File: config.mk
export PLATFORM = sky130hd
export DESIGN_NAME = shuttle_hit_arbiter_flat
export DESIGN_NICKNAME = d
export VERILOG_FILES = /design/src/rtl/hit_pkg.sv /design/src/rtl/shuttle_hit_arbiter_if.sv /design/src/rtl/frame_cooldown_counter.sv /design/src/rtl/shuttle_hit_arbiter.sv /design/src/flat_wrapper.sv
export SDC_FILE = /design/constraint.sdc
export NUM_CORES = 1
export LEC_CHECK = 0
export CAP_MARGIN = 15
export CORE_MARGIN = 2
export CORE_UTILIZATION = 35
export DETAILED_ROUTE_END_ITERATION = 10
export PLACE_DENSITY = 0.63
export RECOVER_POWER = 25
export SLEW_MARGIN = 25
export SYNTH_ARGS = -nofsm -noshare
export SYNTH_HDL_FRONTEND = slang
export SYNTH_SLANG_ARGS = --single-unit
File: constraint.sdc
create_clock -name clk -period 11.6 [get_ports clk]
set_clock_uncertainty 0.15 [all_clocks]
set_input_delay 1.16 -clock clk [delete_from_list [all_inputs] [get_ports clk]]
set_output_delay 1.16 -clock clk [all_outputs]
set_load 0.03 [all_outputs]
File: src/rtl/hit_pkg.sv
// Shared types and helpers for the shuttle hit arbiter: the collision box,
// the arbiter FSM states, the hit record and the box geometry functions.
package hit_pkg;

    localparam int COORD_W = 12;

    typedef struct packed {
        logic [COORD_W-1:0] width;
        logic [COORD_W-1:0] height;
        logic [COORD_W-1:0] screen_x;
        logic [COORD_W-1:0] screen_y;
    } collision_box;

    typedef enum logic [1:0] {
        IDLE,
        EVAL,
        PEND,
        COOL
    } hit_state_t;

    typedef struct packed {
        logic               player;
        logic [COORD_W-1:0] offset;
        logic               smash;
    } hit_t;

    // Axis-aligned overlap; sums are widened so boxes near the screen edge never wrap.
    function automatic logic is_collided(collision_box a, collision_box b);
        logic x_hit;
        logic y_hit;
        x_hit = ({1'b0, a.screen_x} < ({1'b0, b.screen_x} + {1'b0, b.width})) &&
                ({1'b0, b.screen_x} < ({1'b0, a.screen_x} + {1'b0, a.width}));
        y_hit = ({1'b0, a.screen_y} < ({1'b0, b.screen_y} + {1'b0, b.height})) &&
                ({1'b0, b.screen_y} < ({1'b0, a.screen_y} + {1'b0, a.height}));
        return x_hit && y_hit;
    endfunction

    // Shuttle centre x relative to the racket's left edge, clamped into [0, width-1].
    function automatic logic [COORD_W-1:0] sat_offset(collision_box shuttle, collision_box racket);
        logic [COORD_W:0] centre;
        logic [COORD_W:0] limit;
        logic [COORD_W:0] off;
        centre = {1'b0, shuttle.screen_x} + {2'b00, shuttle.width[COORD_W-1:1]};
        limit  = {1'b0, racket.width} - 13'd1;
        if (racket.width == '0 || centre < {1'b0, racket.screen_x}) begin
            off = '0;
        end else begin
            off = centre - {1'b0, racket.screen_x};
            if (off > limit) begin
                off = limit;
            end
        end
        return off[COORD_W-1:0];
    endfunction

endpackage

File: src/rtl/shuttle_hit_arbiter_if.sv
// Per-frame box inputs and the hit valid/ready channel of the shuttle hit arbiter.
interface shuttle_hit_arbiter_if;
    import hit_pkg::*;

    logic         frame_tick;
    logic         game_active;
    collision_box shuttle_box;
    collision_box p1_box;
    collision_box p2_box;
    logic         p1_swing;
    logic         p2_swing;
    logic         hit_valid;
    logic         hit_ready;
    logic         hit_player;
    logic [11:0]  hit_offset;
    logic         hit_smash;
    logic         busy;

    modport master (
        output frame_tick, game_active, shuttle_box, p1_box, p2_box,
               p1_swing, p2_swing, hit_ready,
        input  hit_valid, hit_player, hit_offset, hit_smash, busy
    );

    modport slave (
        input  frame_tick, game_active, shuttle_box, p1_box, p2_box,
               p1_swing, p2_swing, hit_ready,
        output hit_valid, hit_player, hit_offset, hit_smash, busy
    );
endinterface

File: src/rtl/frame_cooldown_counter.sv
// Frame-based cooldown: load starts a count of frames, each frame_tick decrements,
// done pulses on the tick that consumes the last frame.
module frame_cooldown_counter #(
    parameter int COOLDOWN_FRAMES = 8,
    parameter int CNT_W           = 4
) (
    input  logic clk,
    input  logic rst,
    input  logic load,
    input  logic frame_tick,
    output logic done
);
    // A zero-length cooldown still has to wait for one frame.
    localparam logic [CNT_W-1:0] LOAD_VAL =
        (COOLDOWN_FRAMES == 0) ? CNT_W'(1) : CNT_W'(COOLDOWN_FRAMES);

    logic [CNT_W-1:0] cnt_reg;

    always_ff @(posedge clk) begin
        if (rst) begin
            cnt_reg <= '0;
        end else if (load) begin
            cnt_reg <= LOAD_VAL;
        end else if (frame_tick && cnt_reg != '0) begin
            cnt_reg <= cnt_reg - CNT_W'(1);
        end
    end

    assign done = frame_tick && (cnt_reg == CNT_W'(1));

endmodule

File: src/rtl/shuttle_hit_arbiter.sv
// Once per frame, checks the shuttle against both rackets and emits at most one
// legal hit on a valid/ready channel, followed by a frame-counted cooldown.
module shuttle_hit_arbiter
    import hit_pkg::*;
#(
    parameter int COOLDOWN_FRAMES = 8,
    parameter int CNT_W           = 4
) (
    input  logic                  clk,
    input  logic                  rst,
    shuttle_hit_arbiter_if.slave  bus
);

    hit_state_t               state_reg;
    hit_t                     hit_reg;
    logic                     hit_valid_reg;
    logic                     last_hitter_reg;
    logic [1:0]               ov_reg;
    logic [1:0]               prev_ov_reg;
    logic [1:0]               swing_reg;
    logic [1:0][COORD_W-1:0]  off_reg;

    collision_box [1:0]       racket;
    logic [1:0]               ov_now;
    logic [1:0][COORD_W-1:0]  off_now;
    logic [1:0]               new_edge;
    logic                     win_player;
    logic                     cool_load;
    logic                     cool_done;

    assign racket[0] = bus.p1_box;
    assign racket[1] = bus.p2_box;

    generate
        for (genvar gi = 0; gi < 2; gi++) begin : g_player
            assign ov_now[gi]  = is_collided(bus.shuttle_box, racket[gi]);
            assign off_now[gi] = sat_offset(bus.shuttle_box, racket[gi]);
        end
    endgenerate

    // Only a fresh overlap counts; a simultaneous pair goes to whoever did not hit last.
    assign new_edge   = ov_reg & ~prev_ov_reg;
    assign win_player = (new_edge == 2'b11) ? ~last_hitter_reg : new_edge[1];
    assign cool_load  = (state_reg == PEND) && bus.hit_ready;

    frame_cooldown_counter #(
        .COOLDOWN_FRAMES (COOLDOWN_FRAMES),
        .CNT_W           (CNT_W)
    ) u_cooldown (
        .clk        (clk),
        .rst        (rst),
        .load       (cool_load),
        .frame_tick (bus.frame_tick),
        .done       (cool_done)
    );

    always_ff @(posedge clk) begin
        if (rst) begin
            state_reg       <= IDLE;
            hit_reg         <= '0;
            hit_valid_reg   <= 1'b0;
            last_hitter_reg <= 1'b1;
            ov_reg          <= '0;
            prev_ov_reg     <= '0;
            swing_reg       <= '0;
            off_reg         <= '0;
        end else begin
            case (state_reg)
                IDLE: begin
                    if (!bus.game_active) begin
                        prev_ov_reg <= '0;
                    end else if (bus.frame_tick) begin
                        ov_reg    <= ov_now;
                        swing_reg <= {bus.p2_swing, bus.p1_swing};
                        off_reg   <= off_now;
                        state_reg <= EVAL;
                    end
                end
                EVAL: begin
                    if (!bus.game_active) begin
                        prev_ov_reg <= '0;
                        state_reg   <= IDLE;
                    end else begin
                        prev_ov_reg <= ov_reg;
                        if (new_edge != 2'b00) begin
                            hit_reg.player <= win_player;
                            hit_reg.offset <= off_reg[win_player];
                            hit_reg.smash  <= swing_reg[win_player];
                            hit_valid_reg  <= 1'b1;
                            state_reg      <= PEND;
                        end else begin
                            state_reg <= IDLE;
                        end
                    end
                end
                PEND: begin
                    if (bus.hit_ready) begin
                        hit_valid_reg   <= 1'b0;
                        last_hitter_reg <= hit_reg.player;
                        state_reg       <= COOL;
                    end
                end
                COOL: begin
                    // Keep tracking overlap so a lingering contact cannot re-fire afterwards.
                    if (bus.frame_tick) begin
                        prev_ov_reg <= ov_now;
                        if (cool_done) begin
                            state_reg <= IDLE;
                        end
                    end
                end
                default: state_reg <= IDLE;
            endcase
        end
    end

    assign bus.hit_valid  = hit_valid_reg;
    assign bus.hit_player = hit_reg.player;
    assign bus.hit_offset = hit_reg.offset;
    assign bus.hit_smash  = hit_reg.smash;
    assign bus.busy       = (state_reg != IDLE);

endmodule

File: src/flat_wrapper.sv
// flat-port wrapper written by rule: the top's interface ports become plain ports
module shuttle_hit_arbiter_flat import hit_pkg::*;
#(
    parameter int COOLDOWN_FRAMES = 8,
    parameter int CNT_W           = 4
)
  (clk, rst, bus_frame_tick, bus_game_active, bus_shuttle_box, bus_p1_box, bus_p2_box, bus_p1_swing, bus_p2_swing, bus_hit_ready, bus_hit_valid, bus_hit_player, bus_hit_offset, bus_hit_smash, bus_busy);
  shuttle_hit_arbiter_if bus_i ();
  input  logic clk;
  input  logic rst;
  input wire logic [$bits(bus_i.frame_tick)-1:0] bus_frame_tick;
  input wire logic [$bits(bus_i.game_active)-1:0] bus_game_active;
  input wire logic [$bits(bus_i.shuttle_box)-1:0] bus_shuttle_box;
  input wire logic [$bits(bus_i.p1_box)-1:0] bus_p1_box;
  input wire logic [$bits(bus_i.p2_box)-1:0] bus_p2_box;
  input wire logic [$bits(bus_i.p1_swing)-1:0] bus_p1_swing;
  input wire logic [$bits(bus_i.p2_swing)-1:0] bus_p2_swing;
  input wire logic [$bits(bus_i.hit_ready)-1:0] bus_hit_ready;
  output wire logic [$bits(bus_i.hit_valid)-1:0] bus_hit_valid;
  output wire logic [$bits(bus_i.hit_player)-1:0] bus_hit_player;
  output wire logic [$bits(bus_i.hit_offset)-1:0] bus_hit_offset;
  output wire logic [$bits(bus_i.hit_smash)-1:0] bus_hit_smash;
  output wire logic [$bits(bus_i.busy)-1:0] bus_busy;
  assign bus_i.frame_tick = bus_frame_tick;
  assign bus_i.game_active = bus_game_active;
  assign bus_i.shuttle_box = bus_shuttle_box;
  assign bus_i.p1_box = bus_p1_box;
  assign bus_i.p2_box = bus_p2_box;
  assign bus_i.p1_swing = bus_p1_swing;
  assign bus_i.p2_swing = bus_p2_swing;
  assign bus_i.hit_ready = bus_hit_ready;
  assign bus_hit_valid = bus_i.hit_valid;
  assign bus_hit_player = bus_i.hit_player;
  assign bus_hit_offset = bus_i.hit_offset;
  assign bus_hit_smash = bus_i.hit_smash;
  assign bus_busy = bus_i.busy;
  shuttle_hit_arbiter #(.COOLDOWN_FRAMES(COOLDOWN_FRAMES), .CNT_W(CNT_W)) u_core (.clk(clk), .rst(rst), .bus(bus_i));
endmodule
Yosys cells after proc, flatten, opt, wreduce, memory -nomap -nowiden

Cells that the tools add are included.
W data, S select, Z words.

Add/sub/neg operators: 12
Order comparisons: 13
Eq/ne operators: 13
Multiplexer cells: 27
Bitwise gates (word level): 3
Reduce and logical (&&, ||, !) cells: 27

Operator list:

| cell                    | count |
|---|---|
| $lt A12 B13 Y1          | 8 |
| $add A12 B12 Y13        | 6 |
| $mux W12                | 6 |
| $gt A13 B13 Y1          | 2 |
| $lt A13 B12 Y1          | 2 |
| $sub A12 B1 Y13 const B | 2 |
| $sub A13 B12 Y13        | 2 |
| $logic_not A12 Y1       | 2 |
| $mux W2                 | 10 |
| $add A12 B11 Y13        | 1 |
| $ne A2 B2 Y1 const B    | 6 |
| $logic_and A1 B1 Y1     | 9 |
| $reduce_and A3 Y1       | 3 |
| $mux W4                 | 2 |
| $pmux W2 S4             | 1 |
| $reduce_bool A2 Y1      | 4 |
| $eq A2 B2 Y1 const B    | 3 |
| $mux W1                 | 6 |
| $pmux W2 S3             | 1 |
| $reduce_and A5 Y1       | 1 |
| $eq A4 B1 Y1 const B    | 1 |
| $ne A2 B1 Y1 const B    | 2 |
| $reduce_and A4 Y1       | 1 |
| $reduce_bool A4 Y1      | 1 |
| 12 further kinds        | 13 |

Register bits after elaboration: 52
Input bits: 151

Longest topological paths before layout

Depth in word-level cells: 6
Gate-level depth with buffers: 24
Gate-level depth less buffers: 23

By module

From an unflattened synthesis, not the netlist that was laid out.

Cells, all modules: 1238
Area total of the unflattened synthesis: 9800.6 um^2

By module, submodules not included:

| module                 | times used | cells each | area each (um^2) |
|---|---|---|---|
| shuttle_hit_arbiter    | 1          | 1210       | 9559.2 |
| frame_cooldown_counter | 1          | 28         | 241.5 |

Worst setup path before layout

No wires, ideal clock.

Path kind: input -> register
From: input port bus_shuttle_box[12]
To: register u_core.off_reg[16] (netlist name)
Setup time: 0.117 ns
Arrival: 5.574 ns
Required time: 11.333 ns
Setup slack: 5.759 ns
Stages on the path: 22
Buffers on the path: 1
Path through: ha_1 > inv_1 > fa_1 > nor2b_1 > o31a_1 > o21a_1 > nor2_1 > xnor2_1 > ha_1 > or4_4 > o221ai_2 > o21ai_2 > a2111o_1 > and2_1 > ha_1 > nand2_1 > o21ai_0 > mux2i_1 > a21oi_2 > clkbuf_1 > nand2_1 > a32o_1

Cells in the longest elaborated chain, start to end: 5

Ends and longest elaborated chain:

| what                   | line                      | RTL |
|---|---|---|
| start: declaration     | flat_wrapper.sv:13        | `input wire logic [$bits(bus_i.shuttle_box)-1:0] bus_shuttle_box;` |
| $add A12 B11 Y13 *     | hit_pkg.sv:43             | `centre = {1'b0, shuttle.screen_x} + {2'b00, shuttle.width[COORD_W-1:1]};` |
| $sub A13 B12 Y13       | hit_pkg.sv:48             | `off = centre - {1'b0, racket.screen_x};` |
| $gt A13 B13 Y1         | hit_pkg.sv:49             | `if (off > limit) begin` |
| $mux W12               | hit_pkg.sv:49             |  |
| $mux W12 *             | hit_pkg.sv:45             | `if (racket.width == '0 \|\| centre < {1'b0, racket.screen_x}) begin` |
| end signal: assignment | shuttle_hit_arbiter.sv:75 | `off_reg <= off_now;` |
| end: declaration       | shuttle_hit_arbiter.sv:21 | `logic [1:0][COORD_W-1:0] off_reg;` |

Every way passes the cells marked *; elsewhere a longest branch is shown, timed or not.
A chain may end at the register's enable or synchronous reset.

Worst setup path in the final report

From: input port bus_shuttle_box[13]
To: register u_core.off_reg[20] (netlist name)

The elaborated chain is that of the path after synthesis.

==> flow_summary_export.csv <==
group,metric,value,unit
clock_network,clk_pin_slew_worst_paths,70,ps
worst_setup_path,slowest_delay,650,ps
clock_network,cts_buffers,5,
timing,hold_violations,0,
clock_network,post_cts_buffers,0,
timing,period_minus_slack,6576,ps
synth,synth_edf_count,0,
place,pre_cts_ws,4750,ps
synth,yosys.area.top_type,"ha_1",
die,row_count,61,
die,die-width,170.9,um
global_routing,grt_max_degree,30,
detailed_routing,post_drt_wl_per_cell,16.80,um
detailed_routing,viasPerCell,5.426,
status,status,"completed",
worst_setup_path,critPathRequiredTime,11640,ps
synth,async_flop_share,0,%
worst_setup_path,crit_fanout,19,
clock_network,clockBufferDepth,2,
power,powerDensity,104.4,mW/mm^2
die,dieArea,0.02920,mm^2
global_routing,track_usage,20.16,%
layout,final_cell_mix,"ha_1, clkdlybuf4s50_1, nor2_1",
synth,yosysSeqAreaShare,10.68,%
power,leakagePower,5.123,nW
global_routing,grt_pass1_wl,46820,um
synth,netlist.area_leader.share,28.88,%
detailed_routing,first_iter_violations,507,
worst_setup_path,critPathArrivalTime,6620,ps
layout,nets,1781,
clock_network,ctsResizeCount,0,
timing,fmax,0.1521,GHz
worst_hold_path,hold_path_class,"register to register",
clock_network,holdBufCountCts,0,
layout,largest_reg_flops,24,
synth,yosys_register_bits,52,
layout,area_growth_syn_to_layout,23.00,%
synth,synth_ff_type,"dfxtp_1",
place,port_buffers,166,
clock_network,h-tree-depth,2,
layout,final_common_cell,"ha_1",
power,ir_drop,60.99,uV
place,gp_congestion,0.9181,
die,fp.dieH,170.9,um
detailed_routing,wirelength,29820,um
worst_setup_path,endpoint_kind,"register",
detailed_routing,drc_errors,0,
layout,drive_gt1_share,3.150,%
timing,slew_violations,0,
synth,yosys_warnings,0,
synth,syn_inst,1237,
power,power,0.001252,W
timing,slew_headroom,20.44,%
detailed_routing,vias,9631,
layout,fin_cells,1775,
synth,yosys-top-cells-area,"ha_1, dfxtp_1, xnor2_1, nor2_1, xor2_1",
place,dpl_cell_area,0.01185,mm^2
synth,synth_area,0.009748,mm^2
synth,avgSynthCellArea,7.880,um^2
synth,synthDistinctLibCells,80,
die,ios,167,
synth,syn-num-nets,1622,
place,dp.cells,1767,
die,core,0.02763,mm^2
timing,setup_viol,0,
timing,setup_slack,5024,ps
worst_setup_path,cp-start-kind,"input port",
die,start_util,35.28,%
timing,fin_tns_setup,0,ps
worst_setup_path,worstSetupPathType,"input port to register",
layout,final_area,0.01199,mm^2
global_routing,antenna_found_initial,0,
place,dp_hpwl,25880,um
global_routing,overflow,0,
clock_network,root_buffer,"clkbuf_16",
clock_network,worstSkewPairLatency,300,ps
worst_setup_path,critPathSlowestCell,"a21oi_2",
detailed_routing,dr.pass1.iters,7,
clock_network,cts_sinks,52,
global_routing,grt_pass1_vias,9211,
timing,tightest_slew,1193,ps
job,max-cap-violations,0,
timing,rsz0062_at_grt,"false",
detailed_routing,detail-route-antenna-nets,0,
worst_setup_path,path_cells,"clkdlybuf4s50_1 -> inv_1 -> fa_1 -> nor2b_1 -> o31a_1 -> o21a_1 -> nor2_1 -> xnor2_1 -> ha_1 -> or4_4 -> o221ai_2 -> o21ai_2 -> a2111o_1 -> and2_1 -> ha_1 -> nand2_1 -> o21ai_0 -> mux2i_1 -> a21oi_2 -> nand2_1 -> a32o_1",
layout,antenna_cells,0,
clock_network,tritoncts,"yes",
timing,timing.final.crit_share,56.69,%
[kinds of logic after synthesis]
logic type / synth area share (%)
buffers and inverters: 3.324
muxes: 1.155
DFF: 10.68
and+or+nand+nor: 19.82
xor gates and xnor gates: 9.704
AOI/OAI and AO/OA: 24.59
adders and majority gates: 30.73
[worst paths after layout]
kind	slack, ps	startpoint	endpoint	depth (start not counted)
max	5020	bus_shuttle_box[13]	u_core.off_reg[20]	21
min	310	u_core.off_reg[8]	u_core.off_reg[8]	2
max reg2reg	9170	register	u_core.off_reg[17]	6
min reg2reg	310	u_core.off_reg[8]	u_core.off_reg[8]	2
[Yosys cell counts, drive strengths merged, types with 12 or more instances]
library cell,n
o211ai,19
a311oi,14
nand2,94
nor3,33
and3,13
nor2,129
ha,225
nand3,33
a21oi,82
nand2b,21
xnor2,58
dfxtp,52
nor2b,18
o31ai,16
and2,14
clkbuf,16
o21a,24
xor2,50
or3,12
inv,66
a21o,23
a211oi,16
o21ai,62
[stage by stage]
step / hold slack [ps] / util [%]
finish: 311.0 / 43.40
global route: 334.7 / 43.40
detailed placement: 299.6 / 42.88
floorplan: 274.9 / -
CTS: 316.1 / 43.41
global placement: 292.2 / 42.88
[critical path: cells and delay by family]
kind	cells	cell delay (ps)
simple gates	6	1090
mux	1	140
compound gates	8	2330
xor+xnor	1	160
fa+ha+maj	3	1010
buf+inv	2	740
[power breakdown]
part	total [W]	internal, W	switching, W
registers	0.000211	0.000197	0.0000142
clock network	0.000153	0.0000806	0.0000729
logic	0.000887	0.000401	0.000487
[area by class of cell]
| type | instances | area, um^2 |
|---|---|---|
| inverters | 66 | 247.7 |
| fillers | 2803 | 15640 |
| clock buffers | 5 | 125.1 |
| clock inverters | 3 | 21.27 |
| flip-flops and latches | 52 | 1041 |
| repair buffers | 170 | 1688 |
| multi-input cells | 1101 | 8394 |
| well taps | 378 | 473.0 |
[metal layers]
| layer | vias up | wire length, um | GRT usage [%] |
|---|---|---|---|
| li1 | 4912 | - | - |
| met1 | 4450 | 14160 | 27.72 |
| met2 | 247 | 13910 | 35.13 |
| met3 | 22 | 1522 | 2.151 |
| met4 | 0 | 233 | 1.953 |
| met5 | - | 0 | 0 |
Note: power is estimated with default switching activity, not from simulation.
